[config.mk]
export PLATFORM = sky130hd
export DESIGN_NAME = bird_physics
export DESIGN_NICKNAME = d
export VERILOG_FILES = /design/src/rtl/flappy_pkg.sv /design/src/rtl/sat_sub.sv /design/src/rtl/bird_physics.sv
export SDC_FILE = /design/constraint.sdc
export NUM_CORES = 1
export LEC_CHECK = 0
export CORE_ASPECT_RATIO = 0.5
export CORE_MARGIN = 2
export CORE_UTILIZATION = 60
export CTS_BUF_LIST = sky130_fd_sc_hd__clkbuf_8
export DETAILED_ROUTE_END_ITERATION = 6
export PLACE_DENSITY_LB_ADDON = 0.2
export SYNTH_ARGS = -nofsm -noshare
export SYNTH_HDL_FRONTEND = slang
export SYNTH_SLANG_ARGS = --single-unit
[constraint.sdc]
create_clock -name clk -period 4.82 [get_ports clk]
set_input_delay 0.482 -clock clk [delete_from_list [all_inputs] [get_ports clk]]
set_output_delay 0.482 -clock clk [all_outputs]
set_load 0.1 [all_outputs]
[src/rtl/flappy_pkg.sv]
// Shared definitions for the flappy game blocks: bird life-cycle states and
// screen geometry constants used by the bird, pipe and draw logic.
package flappy_pkg;

    typedef enum logic [1:0] {
        StIdle = 2'd0,
        StFly  = 2'd1,
        StDead = 2'd2
    } bird_state_e;

    localparam int unsigned SCREEN_FLOOR = 116;
    localparam int unsigned SPAWN_Y      = 58;

endpackage

[src/rtl/sat_sub.sv]
// Signed subtract with saturation at a lower bound: y = max(a - b, LO).
// The difference is formed one bit wider so it cannot wrap before the clamp.
module sat_sub #(
    parameter int unsigned W  = 6,
    parameter int          LO = -4
) (
    input  logic signed [W-1:0] a,
    input  logic signed [W-1:0] b,
    output logic signed [W-1:0] y
);

    localparam logic signed [W:0] LoExt = (W+1)'(LO);

    logic signed [W:0] diff;

    // Widened difference, then clamp from below
    always_comb begin
        diff = $signed({a[W-1], a}) - $signed({b[W-1], b});
        if (diff < LoExt) begin
            y = LoExt[W-1:0];
        end else begin
            y = diff[W-1:0];
        end
    end

endmodule

[src/rtl/bird_physics.sv]
// Vertical-motion engine for the player bird. Integrates velocity and gravity
// once per step, applies latched flap impulses, clamps at ceiling and floor,
// and tracks the IDLE/FLY/DEAD life cycle. Every output is a register.
module bird_physics
    import flappy_pkg::*;
#(
    parameter int unsigned Y_W       = 8,
    parameter int unsigned V_W       = 6,
    parameter int unsigned Y_START   = SPAWN_Y,
    parameter int unsigned Y_TOP     = 0,
    parameter int unsigned Y_FLOOR   = SCREEN_FLOOR,
    parameter int unsigned FLAP_VEL  = 2,
    parameter int unsigned GRAVITY   = 1,
    parameter int unsigned VMAX_DOWN = 4
) (
    input  logic                  clk,
    input  logic                  reset,
    input  logic                  start,
    input  logic                  step,
    input  logic                  flap,
    input  logic                  collide,
    output logic [Y_W-1:0]        y_cur,
    output logic [Y_W-1:0]        y_old,
    output logic signed [V_W-1:0] vel,
    output logic                  alive,
    output logic                  step_done,
    output logic                  hit_ceiling,
    output logic                  hit_floor
);

    // Position arithmetic is done two bits wider so overshoot past either
    // boundary is visible as a signed value before clamping.
    localparam int unsigned YN_W = Y_W + 2;

    localparam logic signed [V_W-1:0]  FlapV   = V_W'(FLAP_VEL);
    localparam logic signed [V_W-1:0]  GravV   = V_W'(GRAVITY);
    localparam logic [Y_W-1:0]         YStart  = Y_W'(Y_START);
    localparam logic [Y_W-1:0]         YTop    = Y_W'(Y_TOP);
    localparam logic [Y_W-1:0]         YFloor  = Y_W'(Y_FLOOR);
    localparam logic signed [YN_W-1:0] YTopS   = YN_W'(Y_TOP);
    localparam logic signed [YN_W-1:0] YFloorS = YN_W'(Y_FLOOR);

    bird_state_e           state_q;
    logic [Y_W-1:0]        y_cur_q;
    logic [Y_W-1:0]        y_old_q;
    logic signed [V_W-1:0] vel_q;
    logic                  pend_q;
    logic                  alive_q;
    logic                  step_done_q;
    logic                  hit_ceiling_q;
    logic                  hit_floor_q;

    logic signed [V_W-1:0]  v_eff;
    logic signed [V_W-1:0]  vel_n;
    logic signed [YN_W-1:0] y_n;

    // A flap in the same cycle as the step counts as already latched
    always_comb begin
        v_eff = (pend_q || flap) ? FlapV : vel_q;
        y_n   = $signed({2'b00, y_cur_q})
              - $signed({{(YN_W-V_W){v_eff[V_W-1]}}, v_eff});
    end

    sat_sub #(
        .W  (V_W),
        .LO (-int'(VMAX_DOWN))
    ) u_vel_sub (
        .a (v_eff),
        .b (GravV),
        .y (vel_n)
    );

    // Life-cycle FSM together with flap latch, position and pulse registers
    always_ff @(posedge clk) begin
        if (reset) begin
            state_q       <= StIdle;
            y_cur_q       <= YStart;
            y_old_q       <= YStart;
            vel_q         <= '0;
            pend_q        <= 1'b0;
            alive_q       <= 1'b0;
            step_done_q   <= 1'b0;
            hit_ceiling_q <= 1'b0;
            hit_floor_q   <= 1'b0;
        end else begin
            step_done_q   <= 1'b0;
            hit_ceiling_q <= 1'b0;
            hit_floor_q   <= 1'b0;
            unique case (state_q)
                StIdle: begin
                    if (start || flap) begin
                        state_q <= StFly;
                        alive_q <= 1'b1;
                        pend_q  <= flap;
                    end
                end
                StFly: begin
                    if (collide) begin
                        // Collision beats a coincident step: no update
                        state_q <= StDead;
                        alive_q <= 1'b0;
                    end else if (step) begin
                        y_old_q     <= y_cur_q;
                        pend_q      <= 1'b0;
                        step_done_q <= 1'b1;
                        if (y_n < YTopS) begin
                            y_cur_q       <= YTop;
                            vel_q         <= '0;
                            hit_ceiling_q <= 1'b1;
                        end else if (y_n >= YFloorS) begin
                            y_cur_q     <= YFloor;
                            vel_q       <= '0;
                            hit_floor_q <= 1'b1;
                            state_q     <= StDead;
                            alive_q     <= 1'b0;
                        end else begin
                            y_cur_q <= y_n[Y_W-1:0];
                            vel_q   <= vel_n;
                        end
                    end else if (flap) begin
                        pend_q <= 1'b1;
                    end
                end
                StDead: begin
                    if (start) begin
                        state_q <= StIdle;
                        y_cur_q <= YStart;
                        y_old_q <= YStart;
                        vel_q   <= '0;
                        pend_q  <= 1'b0;
                    end
                end
                default: begin
                    state_q <= StIdle;
                    alive_q <= 1'b0;
                end
            endcase
        end
    end

    assign y_cur       = y_cur_q;
    assign y_old       = y_old_q;
    assign vel         = vel_q;
    assign alive       = alive_q;
    assign step_done   = step_done_q;
    assign hit_ceiling = hit_ceiling_q;
    assign hit_floor   = hit_floor_q;

endmodule
Word level (Yosys, flattened, before mapping)
Cells that the tools add are included.

storage, ports and cells
  register bits = 29
  logic and storage cells = 78

operators by class
  multiplexer cells = 39
  reductions and logical operators = 12
  bitwise logic cells = 3
  $add $sub $neg = 2
  $lt $le $gt $ge = 3
  equality and inequality tests = 10

operator list
  operator                                                                               number
  8-bit two-way mux                                                                      7
  6-bit two-way mux                                                                      7
  8-bit one-hot mux with 2 select lines                                                  2
  5-bit AND reduction                                                                    3
  1-bit two-way mux                                                                      13
  2-bit two-way mux                                                                      6
  3-bit != test (second input constant)                                                  4
  6-bit one-hot mux with 2 select lines                                                  1
  10-bit by 8-bit greater-or-equal comparator with 1-bit output (second input constant)  1
  10-bit by 1-bit less-than comparator with 1-bit output (second input constant)         1
  9-bit by 6-bit subtractor with 10-bit output                                           1
  2-bit != test (second input constant)                                                  4
  7-bit by 3-bit less-than comparator with 1-bit output (second input constant)          1
  6-bit by 2-bit subtractor with 7-bit output (second input constant)                    1
  1-bit one-hot mux with 3 select lines                                                  2
  2-bit one-hot mux with 3 select lines                                                  1
  5-bit OR reduction                                                                     1
  4-bit AND reduction                                                                    1
  4-bit OR reduction                                                                     1
  1-bit inverter                                                                         3
  3-bit nonzero test                                                                     1
  3-bit OR reduction                                                                     1
  2-bit by 1-bit == test with 1-bit output (second input constant)                       1
  2-bit == test (second input constant)                                                  1
  3 further kinds                                                                        4

Longest topological paths before layout
Gate-level depths: netlist of the first run.

  word-level depth = 10
  gate-level depth with buffers = 14
  depth with buffers taken out = 14

Hierarchy
A second synthesis of the first run with hierarchy kept.

second synthesis, totals
  cells, all modules = 272
  area total of the unflattened synthesis = 2210.9 µm²

modules (own cells, without submodules)
  module        times used  area each (µm²)  cells each
  bird_physics  1           1878.1           226
  sat_sub       1           332.8            46

Worst setup path before layout of the first run
OpenSTA, ideal clock, no wires.

  path kind = reg2reg
  from = reg vel_q[0] (netlist: vel[0])
  to = reg vel_q[1] (netlist: vel[1])
  path slack = 1.167 ns
  clock period less this slack = 3.653 ns
  stages on the path, launching flop included = 14
  data required time = 4.752 ns
  library setup time = 0.068 ns
  data arrival time = 3.585 ns
  cell sequence = dfxtp_1 nand2_1 inv_1 ha_1 inv_1 ha_1 a21o_1 a221oi_2 a21oi_1 a311o_1 or3_1 a211oi_4 a32oi_1 nor2_1

between the ends
  longest elaborated chain between the ends = 9
  elaborated cells between the ends (all ways) = 12
  classes of those cells = add/sub (2); order compare (3); mux (7)

RTL lines
  item                                                                                                  RTL line             RTL
  start: declaration                                                                                    bird_physics.sv:46   logic signed [V_W-1:0] vel_q;
  start signal: assignment                                                                              bird_physics.sv:118  vel_q <= vel_n;
  6-bit two-way mux *                                                                                   bird_physics.sv:59   v_eff = (pend_q || flap) ? FlapV : vel_q;
  parallel branches: the longest is 4 deep, another holds 9-bit by 6-bit subtractor with 10-bit output  n/a
  6-bit two-way mux *                                                                                   bird_physics.sv:106  if (y_n < YTopS) begin
  6-bit two-way mux *                                                                                   bird_physics.sv:102  end else if (step) begin
  6-bit two-way mux *                                                                                   bird_physics.sv:98   if (collide) begin
  6-bit one-hot mux with 2 select lines *                                                               bird_physics.sv:89   unique case (state_q)

Mark *: on every way between the ends. The select of a mux whose other input is x is not followed.
A chain may end at the register's enable or synchronous reset.

Worst setup path after layout of the first run
  from = in flap
  to = reg state_q[0]

between the ends
  longest elaborated chain between the ends = 6
  elaborated cells between the ends (all ways) = 10
  classes of those cells = add/sub (1); order compare (2); eq/ne (3); mux (1); reduce/logical (3)

RTL lines
  item                                                                                                                                            RTL line                                  RTL
  start: declaration                                                                                                                              bird_physics.sv:20                        input logic flap,
  1-bit logical OR                                                                                                                                bird_physics.sv:59
  6-bit two-way mux                                                                                                                               bird_physics.sv:59
  9-bit by 6-bit subtractor with 10-bit output                                                                                                    bird_physics.sv:61                        - $signed({{(YN_W-V_W){v_eff[V_W-1]}}, v_eff});
  10-bit by 8-bit greater-or-equal comparator with 1-bit output / 10-bit by 1-bit less-than comparator with 1-bit output (equally long branches)  bird_physics.sv:110, bird_physics.sv:106
  3-bit != test (no line)                                                                                                                         n/a
  5-bit AND reduction (no line) *                                                                                                                 n/a
  end signal: assignment                                                                                                                          bird_physics.sv:76                        state_q <= StIdle;
  end signal: assignment                                                                                                                          bird_physics.sv:114                       state_q <= StDead;
  end signal: assignment                                                                                                                          bird_physics.sv:126                       state_q <= StIdle;
  end: declaration                                                                                                                                bird_physics.sv:43                        bird_state_e state_q;

Every way passes the cells marked *; elsewhere a longest branch is shown, timed or not.

==> results of run 1 <==
worst reg2reg max path: stages (launching register included):
cell and delay, ns:
dfxtp_1 0.39, nor2_1 0.35, and2_1 0.41, inv_1 0.25, ha_1 0.44, nand2_1 0.12, a2bb2oi_1 0.24, o21a_2 0.21
mux2_1 0.33, a221oi_1 0.31, o211ai_2 0.24, o211ai_2 0.27, mux2i_1 0.21
worst min-delay path by stage:
stage / start / endpoint / slack, ns / cells after the start
2_1_floorplan: state_q[0]$_SDFFE_PP0P_ / state_q[0]$_SDFFE_PP0P_ / 0.48 / 2
3_3_place_gp: y_cur[0]$_SDFFE_PP0P_ / y_cur[0]$_SDFFE_PP0P_ / 0.46 / 2
3_5_place_dp: y_cur[0]$_SDFFE_PP0P_ / y_cur[0]$_SDFFE_PP0P_ / 0.47 / 2
4_1_cts: y_cur[0]$_SDFFE_PP0P_ / y_cur[0]$_SDFFE_PP0P_ / 0.48 / 2
5_1_grt: vel[3]$_SDFFE_PP0P_ / vel[3]$_SDFFE_PP0P_ / 0.52 / 2
6_report: y_cur[0]$_SDFFE_PP0P_ / y_cur[0]$_SDFFE_PP0P_ / 0.48 / 2
registers in the layout, summed over array words and instances, names as in the netlist:
register and cells:
state_q 2, y_cur 8, hit_ceiling 1, pend_q 1
alive 1, hit_floor 1, y_old 8, step_done 1
vel 6
layout make-up:
cell class / instances / area, sq um / share of cell area [%]
well taps: 40 / 50.05 / 2.071
multi-input cells: 189 / 1340 / 55.46
repair buffers: 31 / 310.3 / 12.84
clock buffers: 5 / 68.82 / 2.848
clock inverters: 3 / 17.52 / 0.7250
flip-flops and latches: 29 / 580.6 / 24.03
inverters: 13 / 48.80 / 2.020
through the flow:
step                      hold slack [ns]  cells  setup WS, ns  util, %
final                              0.4789    310        0.5719    77.49
after global routing               0.5233    310        0.3565    77.49
after CTS                          0.4788    310        0.6762    77.49
after detailed placement           0.4664    302        0.3962    74.72
after global placement             0.4631    302        0.4705    74.72
after floorplan                    0.4818    241         1.167        -
logic make-up after synthesis:
group | Yosys count | share of synthesized area, %
AND/OR/NAND/NOR | 89 | 23.77
buffers and inverters | 23 | 5.480
XOR/XNOR | 8 | 3.448
multiplexers | 5 | 2.525
AO/OA/AOI/OAI | 74 | 28.20
flip-flops | 29 | 28.57
adder cells (fa/ha/maj) | 13 | 8.005
layout by cell type (no fill, tap or decap), types with 2 or more instances in the layout:
| cell | count |
|---|---|
| a21o_1 | 3 |
| a21oi_1 | 21 |
| a221oi_1 | 2 |
| a22oi_1 | 3 |
| a2bb2oi_1 | 2 |
| a31oi_1 | 2 |
| a32o_1 | 2 |
| a32oi_1 | 2 |
| and2_1 | 2 |
| clkbuf_8 | 5 |
| clkdlybuf4s50_1 | 31 |
| clkinv_2 | 2 |
| dfxtp_1 | 29 |
| ha_1 | 13 |
| inv_1 | 13 |
| mux2i_1 | 4 |
| nand2_1 | 15 |
| nand2b_1 | 6 |
| nand3_1 | 7 |
| nand4_1 | 4 |
| nor2_1 | 29 |
| nor2b_1 | 2 |
| nor3_1 | 7 |
| nor3b_1 | 2 |
| nor4_1 | 2 |
| nor4b_1 | 2 |
| o2111ai_1 | 2 |
| o211ai_2 | 5 |
| o21a_1 | 2 |
| o21ai_0 | 6 |
| o21ai_1 | 3 |
| o21bai_1 | 6 |
| o31ai_1 | 2 |
| or3_1 | 3 |
| xnor2_1 | 5 |
| xor2_1 | 3 |
routing by layer:
layer,up-vias,GRT usage [%],routed length (microns)
li1,943,-,-
met1,921,42.83,2432
met2,117,44.50,2161
met3,21,7.313,581
met4,0,7.187,109
met5,-,0,0
==> results by group, run 1 <==
Outcome
  • Status: finished clean

Routing
  • Post-route DRC: 0
  • DR pass1 iterations: 5
  • Vias: 2002
  • Vias/cell: 6.458
  • Avg WL per Cell: between 15 and 20 microns
  • DRT iter0 DRCs: roughly 150
  • ANT nets after route: 0
  • WL final: between 5000 and 6000 microns

Placement
  • Cell Area, Placed: 2330 sq um
  • GPL Wtd Cong: 0.9810
  • HPWL Detailed: 3935 microns
  • Port bufs: 31

Finish
  • Nets@finish: 288
  • Number of fill cells in the layout: ~220
  • Ratio of cells with drive above 1 in the final layout: 8.889%
  • Area delta synth->final: 18.90%
  • Antenna diodes: 0
  • Fin area: approximately 2400 sq um

Synth
  • Yosys warnings: 0
  • Cell taking the most area after synthesis: dfxtp_1
  • Synth Instances: roughly 240
  • Asr flop ratio synth: 0%
  • Avg Inst Size Synth: approximately 8.4 sq um
  • Synth unique cells: 58
  • Post-Syn Area: 2032 sq um
  • Synth top cells by count: 29 x dfxtp_1, 29 x nor2_1, 21 x a21oi_1
  • Post-Synthesis Net Count: 260
  • Synth top area share: 28.57%
  • Post-synth EDFFs: 0
  • Main synth FF type: dfxtp_1
  • Synth area leaders: dfxtp_1 29%, ha_1 8.0%, nor2_1 5.4%
  • Flops & latches, synth: 29
  • Seq/Total Area, Yosys: 28.57%

STA
  • Final Hold Viols: 0
  • Worst relative slew slack: 34.33%
  • Slew @ Worst Pin: 0.9820 ns
  • Slew Limit Fails: 0
  • RSZ-0062 raised after global routing: no
  • Fin crit share: 88.14%
  • Tmin final: ~4.2 ns
  • Final setup vio count: 0
  • Setup TNS: 0 ns
  • Fmax: 235.4 MHz
  • Clk_skew: a little under 0.005 ns

Worst setup path
  • Kind of end point of the critical path: flip-flop
  • End point of the critical path: state_q[0]$_SDFFE_PP0P_
  • Slowest Stage Delay on Critical Path: approximately 0.57 ns
  • Worst path required time: 5.03 ns
  • R2R Setup Slk: 0.99 ns
  • FF-to-FF End: state_q[0]$_SDFFE_PP0P_
  • Arrival @ worst endpoint: 4.46 ns
  • Critical Path Stages: 13
  • Kind of critical path: in2reg
  • Worst-path fanout max: 8
  • Crit path buffers/inverters: 2
  • Worst R2R Path Depth: 12
  • Critical Path Source: flap
  • CP startpoint kind: input pin
  • Critical path, cell by cell: clkdlybuf4s50_1 > nor2_1 > and2_1 > inv_1 > ha_1 > nand2_1 > a2bb2oi_1 > o21a_2 > mux2_1 > a221oi_1 > o211ai_2 > o211ai_2 > mux2i_1
  • Cell family with most CP delay: compound AO/OA/AOI/OAI gates
  • CP max-delay cell: clkdlybuf4s50_1
  • CP dominant cell by count: o211ai_2
  • RR Startpoint: pend_q$_SDFFE_PP0P_

Floorplan
  • I/O pin cnt: 32
  • Die Span Y: 45.15 microns
  • Rows: 14
  • Core footprint: 3118 sq um
  • Initial core utilization: 65.17%
  • Die X: 86.30 microns
  • Die Area: around 4000 sq um

Clocking
  • Hold Buf Count CTS: 0
  • CTS Buf Count: 5
  • CTS Sinks: 29
  • Skew-Pair Late Insertion Delay: 0.28 ns
  • Post-CTS setup buffers: 0
  • Bufs on Longest Clock Path: 2
  • CTS tree: built
  • CTS Root Cell: clkbuf_8
  • Post-CTS sizing: 0
  • Clock Pin Slew Worst Setup and Hold Paths: 0.07 ns
  • H-tree Lvls: 2

Global route
  • Initial antenna violation count: 0
  • Total track usage: 29.50%
  • Gr ovfl total: 0
  • Number of global-route vias before repair: 1707
  • Largest net degree at the start of global routing: 25
  • First-pass GRT wire length: 8480 microns

Min path
  • Hold crit path type: reg2reg

Flow run
  • Max_cap viols: 0
Power of run 1 is not shown: default switching activity piles up to over one toggle a cycle in this logic, so the estimate is an artifact.
==> inputs of run 2 (changes only) <==
Settings changed: CAP_MARGIN set to 20.
==> results of run 2 <==
The final DEF is identical to that of run 1; final timing and power are the same.
Power of run 2 is left out for the same reason.
==> inputs of run 3 (changes only) <==
Settings changed: PLACE_DENSITY set to 0.95, PLACE_DENSITY_LB_ADDON 0.2 to unset.
==> run 3 against run 2 <==
  * Worst hold slack improved by 0.011 ns
  * Critical endpoint is now vel[1]$_SDFFE_PP0P_
  * Core utilization up 0.96 points
  * Via count up 1.1%
  * Largest cell class unchanged
  * Highest routed layer unchanged
  * Critical path type unchanged
==> results by group, run 3 (synthesis results as in run 1) <==
Clocking
  • CTS tree: built
  • Clock Pin Slew Worst Setup and Hold Paths: 0.06 ns (about the same)
  • Skew-Pair Late Insertion Delay: 0.30 ns (+0.02 ns)
  • H-tree Lvls: 2 (unchanged)
  • Hold Buf Count CTS: 0 (unchanged)
  • Post-CTS sizing: 0 (unchanged)
  • Bufs on Longest Clock Path: 2 (unchanged)
  • CTS Buf Count: 5 (unchanged)
  • CTS Sinks: 29 (unchanged)
  • CTS Root Cell: clkbuf_8
  • Post-CTS setup buffers: 0 (unchanged)

Routing
  • DRT iter0 DRCs: 210 (+44%)
  • Vias: 2025 (+1.1%)
  • ANT nets after route: 0 (unchanged)
  • Avg WL per Cell: 18.98 microns (+11%)
  • Vias/cell: 6.532 (+1.1%)
  • Post-route DRC: 0 (unchanged)
  • DR pass1 iterations: 5 (unchanged)
  • WL final: 5885 microns (+11%)

Worst setup path
  • Critical Path Source: flap
  • Kind of end point of the critical path: flip-flop
  • Kind of critical path: in2reg
  • Arrival @ worst endpoint: 4.55 ns (+0.09 ns)
  • CP startpoint kind: input pin
  • Worst R2R Path Depth: 12 (unchanged)
  • RR Startpoint: pend_q$_SDFFE_PP0P_
  • Worst-path fanout max: 8 (unchanged)
  • Worst path required time: 5.03 ns (about the same)

Floorplan
  • Die X: 86.30 microns (unchanged)
  • Initial core utilization: 65.17% (unchanged)
  • Die Span Y: 45.15 microns (unchanged)
  • Rows: 14 (unchanged)
  • Core footprint: 3118 sq um (unchanged)
  • I/O pin cnt: 32 (unchanged)
  • Die Area: 3896 sq um (unchanged)

STA
  • Fmax: 230.3 MHz (-2.1%)
  • Worst relative slew slack: 34.13% (-0.20 points)
  • Tmin final: 4.341 ns (+0.09318 ns)
  • Setup TNS: 0 ns (unchanged)
  • Final Hold Viols: 0 (unchanged)
  • Clk_skew: 0.005598 ns (+0.0007406 ns)
  • RSZ-0062 raised after global routing: no
  • Slew @ Worst Pin: 0.9849 ns (+0.002922 ns)
  • Final setup vio count: 0 (unchanged)
  • Slew Limit Fails: 0 (unchanged)
  • Fin crit share: 90.07% (+1.9 points)

Finish
  • Commonest non-fill, non-tap cell in the layout: clkdlybuf4s50_1
  • Antenna diodes: 0 (unchanged)
  • Nets@finish: 288 (unchanged)
  • Fin area: 2446 sq um (+1.2%)
  • Most frequent cells in the layout: 31 x clkdlybuf4s50_1, 29 x nor2_1, 29 x dfxtp_1, 21 x a21oi_1, 15 x nand2_1
  • Area delta synth->final: 20.38%
  • Number of fill cells in the layout: 214 (-4.5%)
  • Ratio of cells with drive above 1 in the final layout: 8.519% (-0.37 points)

Placement
  • Port bufs: 31 (unchanged)
  • HPWL Detailed: 4303 microns (+9.3%)
  • Cell Area, Placed: 2330 sq um (unchanged)
  • GPL Wtd Cong: 1.026 (+4.6%)

Global route
  • Largest net degree at the start of global routing: 25 (unchanged)
  • Gr ovfl total: 0 (unchanged)
  • Number of global-route vias before repair: 1879 (+10%)
  • Initial antenna violation count: 0 (unchanged)
  • Total track usage: 32.50% (+3.0 points)
  • First-pass GRT wire length: 9446 microns (+11%)

Min path
  • Hold Path Depth: 2 (unchanged)
  • Hold wc startpoint: y_cur[0]$_SDFFE_PP0P_
  • Hold crit path type: reg2reg

Flow run
  • Max_cap viols: 0 (unchanged)

Outcome
  • Status: finished clean
## run 3: area by class of cell
class                           instances  area, sq um  share of cell area (%)
Clock buffer                            6        82.58                   3.376
Inverter                               13        48.80                   1.995
Clock inverter                          2        33.78                   1.381
Tap cell                               40        50.05                   2.046
Multi-Input combinational cell        189         1340                   54.78
Sequential cell                        29        580.6                   23.73
Timing Repair Buffer                   31        310.3                   12.69
## run 3: worst max-delay path, stage by stage
cell and delay, ns:
clkdlybuf4s50_1 0.56, nor2_1 0.41, and2_1 0.40, inv_1 0.26, ha_1 0.29, or3_1 0.34, a221oi_2 0.18, a21oi_1 0.11
a311o_1 0.42, or3_1 0.37, a211oi_4 0.38, a32oi_1 0.19, nor2_1 0.16
## run 3: worst paths after layout
kind / to / slack [ns]
hold reg to reg: y_cur[0]$_SDFFE_PP0P_ / 0.49
setup reg to reg: vel[1]$_SDFFE_PP0P_ / 0.90
setup / recovery: vel[1]$_SDFFE_PP0P_ / 0.48
hold / removal: y_cur[0]$_SDFFE_PP0P_ / 0.49
## run 3: metrics by stage
| stage | setup WS [ns] | util [%] | hold slack, ns | cells |
|---|---|---|---|---|
| 2_1_floorplan | 1.167 | - | 0.4818 | 241 |
| 3_3_place_gp | 0.4526 | 74.72 | 0.4656 | 302 |
| 3_5_place_dp | 0.3066 | 74.72 | 0.4783 | 302 |
| 4_1_cts | 0.5463 | 78.45 | 0.4919 | 310 |
| 5_1_grt | 0.2218 | 78.45 | 0.5106 | 310 |
| 6_report | 0.4787 | 78.45 | 0.4899 | 310 |
## run 3: per-layer routing
layer  share of wire, %  track usage [%]  routed length [microns]
met1                 44            42.95                     2568
met2                 44            48.68                     2572
met3                 10            12.07                      591
met4                2.6            13.44                      153
met5                  0                0                        0
Power of run 3 is left out for the same reason.
